**config.mk**
```make
export PLATFORM = sky130hd
export DESIGN_NAME = word_store_unit
export DESIGN_NICKNAME = d
export VERILOG_FILES = /design/src/rtl/word_store_unit_pkg.sv /design/src/rtl/word_store_unit.sv
export SDC_FILE = /design/constraint.sdc
export NUM_CORES = 1
export LEC_CHECK = 0
export ABC_AREA = 1
export BUFFER_PORTS_ARGS = -buffer_cell sky130_fd_sc_hd__buf_4
export CELL_PAD_IN_SITES_DETAIL_PLACEMENT = 0
export CELL_PAD_IN_SITES_GLOBAL_PLACEMENT = 2
export CORE_MARGIN = 2
export CORE_UTILIZATION = 35
export DETAILED_ROUTE_END_ITERATION = 8
export GPL_TIMING_DRIVEN = 0
export PLACE_DENSITY = 0.88
export SETUP_SLACK_MARGIN = 0.2
export SLEW_MARGIN = 20
export SYNTH_ARGS = -nofsm -noshare
export SYNTH_HDL_FRONTEND = slang
export SYNTH_SLANG_ARGS = --single-unit
```
**constraint.sdc**
```tcl
create_clock -name Clock -period 2.6 [get_ports Clock]
set_clock_uncertainty 0.2 [all_clocks]
set_input_delay 0.65 -clock Clock [delete_from_list [all_inputs] [get_ports Clock]]
set_output_delay 0.65 -clock Clock [all_outputs]
set_load 0.01 [all_outputs]
```
**src/rtl/word_store_unit_pkg.sv**
```systemverilog
// Shared definitions for the word store unit: FSM state encoding and byte geometry.
// Byte selection lives here so the write sequencing never deals with bit slices directly.
package word_store_unit_pkg;

   localparam int unsigned BYTE_W = 8;
   localparam int unsigned WORD_W = 2 * BYTE_W;

   typedef enum logic [1:0] {
      ST_IDLE   = 2'd0,
      ST_FIRST  = 2'd1,
      ST_SECOND = 2'd2,
      ST_DONE   = 2'd3
   } state_e;

   function automatic logic [BYTE_W-1:0] pick_byte(input logic [WORD_W-1:0] word,
                                                   input logic              upper);
      return upper ? word[WORD_W-1:BYTE_W] : word[BYTE_W-1:0];
   endfunction

endpackage

```
**src/rtl/word_store_unit.sv**
```systemverilog
// Serialises a 16-bit word into two byte writes on a byte-wide memory port.
// Moore FSM; every output is a flop loaded from the decode of the next state.
module word_store_unit
   import word_store_unit_pkg::*;
#(
   parameter int unsigned N          = 16,
   parameter int unsigned AW         = 8,
   parameter bit          BIG_ENDIAN = 1'b0
) (
   input  logic              Clock,
   input  logic              Reset,
   input  logic              Start,
   input  logic [N-1:0]      WordIn,
   input  logic [AW-1:0]     AddrIn,
   input  logic              MemReady,
   output logic              MemWrite,
   output logic [AW-1:0]     MemAddr,
   output logic [BYTE_W-1:0] MemData,
   output logic              Busy,
   output logic              Done
);

   state_e              state_q, state_d;
   logic [N-1:0]        wreg_q, wreg_d;
   logic [AW-1:0]       areg_q, areg_d;

   logic                mem_write_q, mem_write_d;
   logic [AW-1:0]       mem_addr_q, mem_addr_d;
   logic [BYTE_W-1:0]   mem_data_q, mem_data_d;
   logic                busy_q, busy_d;
   logic                done_q, done_d;

   always_comb begin
      state_d = state_q;
      wreg_d  = wreg_q;
      areg_d  = areg_q;
      case (state_q)
         ST_IDLE: begin
            if (Start) begin
               wreg_d  = WordIn;
               areg_d  = AddrIn;
               state_d = ST_FIRST;
            end
         end
         ST_FIRST: begin
            if (MemReady) state_d = ST_SECOND;
         end
         ST_SECOND: begin
            if (MemReady) state_d = ST_DONE;
         end
         ST_DONE: begin
            state_d = ST_IDLE;
         end
         default: begin
            state_d = ST_IDLE;
         end
      endcase
   end

   // Outputs are decoded from the next state so the registered copies line up with state_q.
   always_comb begin
      mem_write_d = 1'b0;
      mem_addr_d  = '0;
      mem_data_d  = '0;
      busy_d      = 1'b0;
      done_d      = 1'b0;
      case (state_d)
         ST_FIRST: begin
            mem_write_d = 1'b1;
            mem_addr_d  = areg_d;
            mem_data_d  = pick_byte(wreg_d, BIG_ENDIAN);
            busy_d      = 1'b1;
         end
         ST_SECOND: begin
            mem_write_d = 1'b1;
            mem_addr_d  = areg_d + AW'(1);
            mem_data_d  = pick_byte(wreg_d, !BIG_ENDIAN);
            busy_d      = 1'b1;
         end
         ST_DONE: begin
            busy_d      = 1'b1;
            done_d      = 1'b1;
         end
         default: begin
            mem_write_d = 1'b0;
         end
      endcase
   end

   always_ff @(posedge Clock or negedge Reset) begin
      if (!Reset) begin
         state_q     <= ST_IDLE;
         wreg_q      <= '0;
         areg_q      <= '0;
         mem_write_q <= 1'b0;
         mem_addr_q  <= '0;
         mem_data_q  <= '0;
         busy_q      <= 1'b0;
         done_q      <= 1'b0;
      end else begin
         state_q     <= state_d;
         wreg_q      <= wreg_d;
         areg_q      <= areg_d;
         mem_write_q <= mem_write_d;
         mem_addr_q  <= mem_addr_d;
         mem_data_q  <= mem_data_d;
         busy_q      <= busy_d;
         done_q      <= done_d;
      end
   end

   assign MemWrite = mem_write_q;
   assign MemAddr  = mem_addr_q;
   assign MemData  = mem_data_q;
   assign Busy     = busy_q;
   assign Done     = done_q;

endmodule
```
==> flow_summary.ini <==
[placed_design]
dp_worst_setup_slack_ps = 424
dp_hpwl_um = 2780
port_buffers = 45
place.gp.congestion = 0.704

[detailed_routing]
viasPerCell = 4.46
wl_met1_um = 1880
route.met3.wl_um = 188
first_pass_iters = 4
drtIter0Drc = 40
routed-wl-met2_um = 1790
drc = 0
via_count = 1446
postRouteAntennaNets = 0
wl_um = 3920
routed.top_layer = met4
wl_per_cell_um = 12.1

[yosys]
syn_nets = 228
yosys.area_share.xor_xnor_pct = 0
yosysWarnings = 0
synth_compound_area_share_pct = 7.05
syn_inst = 199
ys_seq_area_share_pct = 57.1
synthAdderAreaFrac_pct = 0.635
synth_mux_area_share_pct = 0
yosys.area_share.simple_pct = 28.8
synth-seq-cells = 45
syn_area_um2 = 1970
postSynthAreaPerCell_um2 = 9.90
synth_top_family_by_area = simple AND/OR/NAND/NOR gates
synth_cell_types = 25

[power_and_ir_drop]
irDropWorstVdd_v = 0.000349
p_per_area_nw_per_um2 = 1140
cell_internal_pwr_mw = 1.72
power_frac_comb_pct = 46.6
power.clock.fraction_pct = 15.2
seqPwrFrac_pct = 38.2
power.total_mw = 2.84
power.share.switching_pct = 39.3
power.leakage_nw = 1.33
power_switching_mw = 1.12

[floorplanning]
die-area_um2 = 6250
die_h_um = 79.0
placementRows = 27
die_w_um = 79.0
core_um2 = 5470
start_util_pct = 36.0
ios = 47

[sta]
setup_tns_ps = 0
max_slew_margin_pct = 63.3
fin_crit_sh_pct = 73.6
tightest_slew_ps = 551
maxSlewViolCount = 0
fin_ws_ps = 687
hold_viol = 0
rsz0062_at_grt = false
min_period_ps = 1910
holdWs_ps = 134
setup_viol = 0
clock.fmax_ghz = 0.523

[setup_path]
rr_startpoint = state_q[1]
setup.worst_path.end_class = flop
worstPathRequired_ps = 2640
rr_endpoint = MemAddr[6]
crit_fanout = 10
worstSetupEndpoint = MemAddr[6]
critical_path_arrival_ps = 1950
criticalPathCategory = flop to flop
reg2regPathDepth = 11
startpoint = state_q[1]
start_kind = flop
r2r_slack_ps = 690

[clocking]
h-tree-depth = 2
cts_buffers = 5
post_cts_buffers = 0
cts_root_buffer = clkbuf_8
clockBufferDepth = 2
clk_latency_ps = 300
cts_resized = 0
cts.sinks = 45
clkTransAtPathRegs_ps = 90
cts_tree = built
cts_hold_buffers = 0

[global_routing]
grt_start_max_net_pins = 46
first_global_vias = 1424
grt_pass1_wl_um = 6590
gr-total-overflow = 0
antenna_found_initial = 0
grt_usage_pct = 13.7

[outcome]
outcome = completed

[cells_and_area]
area_growth_pct = 26.3
drive_above_1_share_pct = 33.7
antenna_cells = 0
nNetsFinal = 280

[hold_path]
holdCritPathClass = input pin to async pin

[flow_run]
cap_violations = 0
==> worst min path at each step <==
stage | startpoint | to | slack [ps] | depth (start not counted)
6_report | Reset | MemAddr[2] | 130 | 1
5_1_grt | Reset | wreg_q[12] | 180 | 1
2_1_floorplan | Reset | Busy | 150 | 0
3_3_place_gp | wreg_q[1] | wreg_q[1] | 250 | 2
3_5_place_dp | wreg_q[1] | wreg_q[1] | 260 | 2
4_1_cts | Reset | MemWrite | 160 | 1
==> flip-flops by register name, indices dropped and copies added (netlist names) <==
| name | count |
|---|---|
| Busy | 1 |
| Done | 1 |
| MemAddr | 8 |
| MemData | 8 |
| MemWrite | 1 |
| areg_q | 8 |
| state_q | 2 |
| wreg_q | 16 |
==> synthesized netlist by cell type (all sizes together) <==
master,instances,area share (%)
nor2,9,4.1
clkbuf,1,0.25
ha,1,0.63
dfrtp,45,57
a21oi,1,0.25
o31ai,1,0.38
or2,1,0.44
a21boi,1,0.38
o211ai,1,0.38
nand3,28,7.7
o21ai,5,1.3
o21bai,1,0.38
nand2,73,17
inv,14,2.7
buf,8,3.4
a22o,9,4.0
==> critical path, cell delays in order, from the launching register on <==
cell and delay, ps:
dfrtp_1 420, nor2_4 220, buf_6 190, nand3_4 80
nand2_4 100, ha_1 190, nand2_1 80, inv_1 90
nand2_1 50, o21bai_1 110, nand2_1 70, nand2_1 50
==> kinds of logic after synthesis <==
family / Yosys count
AND/OR/NAND/NOR: 111
AO/OA/AOI/OAI: 19
buffers and inverters: 23
adder cells (fa/ha/maj): 1
flip-flops: 45
==> area by class of cell <==
class | instances | area, um^2
inverter | 14 | 52.6
fill | 577 | 2980
buffer | 9 | 72.6
timing repair buffer | 45 | 338
tap | 72 | 90.1
clock inverter | 3 | 22.5
clock buffer | 5 | 68.8
multi-input combinational | 131 | 719
sequential | 45 | 1130
==> layout by cell type (no fill, tap or decap), drive strengths merged <==
master,instances
o21ai,5
o21bai,1
buf,53
a21boi,1
dfrtp,45
a21oi,1
ha,1
or2,1
nand3,28
o31ai,1
nand2,73
o211ai,1
inv,14
nor2,9
clkbuf,6
a22o,9
clkinv,3
==> power by group through the flow <==
| stage | clock network (mW) | registers, mW | logic (mW) |
|---|---|---|---|
| 2_1_floorplan | 0 | 1.14 | 0.887 |
| 3_3_place_gp | 0 | 1.10 | 1.34 |
| 3_5_place_dp | 0 | 1.10 | 1.34 |
| 4_1_cts | 0.446 | 1.09 | 1.35 |
| 5_1_grt | 0.468 | 1.11 | 1.49 |
| 6_report | 0.433 | 1.08 | 1.32 |
==> routing by layer <==
layer | global-route usage, % | vias up
met4 | 5.17 | 0
met3 | 3.41 | 7
met1 | 18.4 | 665
li1 | - | 743
met2 | 21.6 | 31
met5 | 0 | -
==> through the flow <==
stage,cell area [um^2],util (%),instances
floorplan,1970,-,199
global placement,2400,43.8,316
detailed placement,2400,43.8,316
CTS,2490,45.5,324
global route,2490,45.5,324
finish,2490,45.5,324
Power figures use the tool's default switching activity.
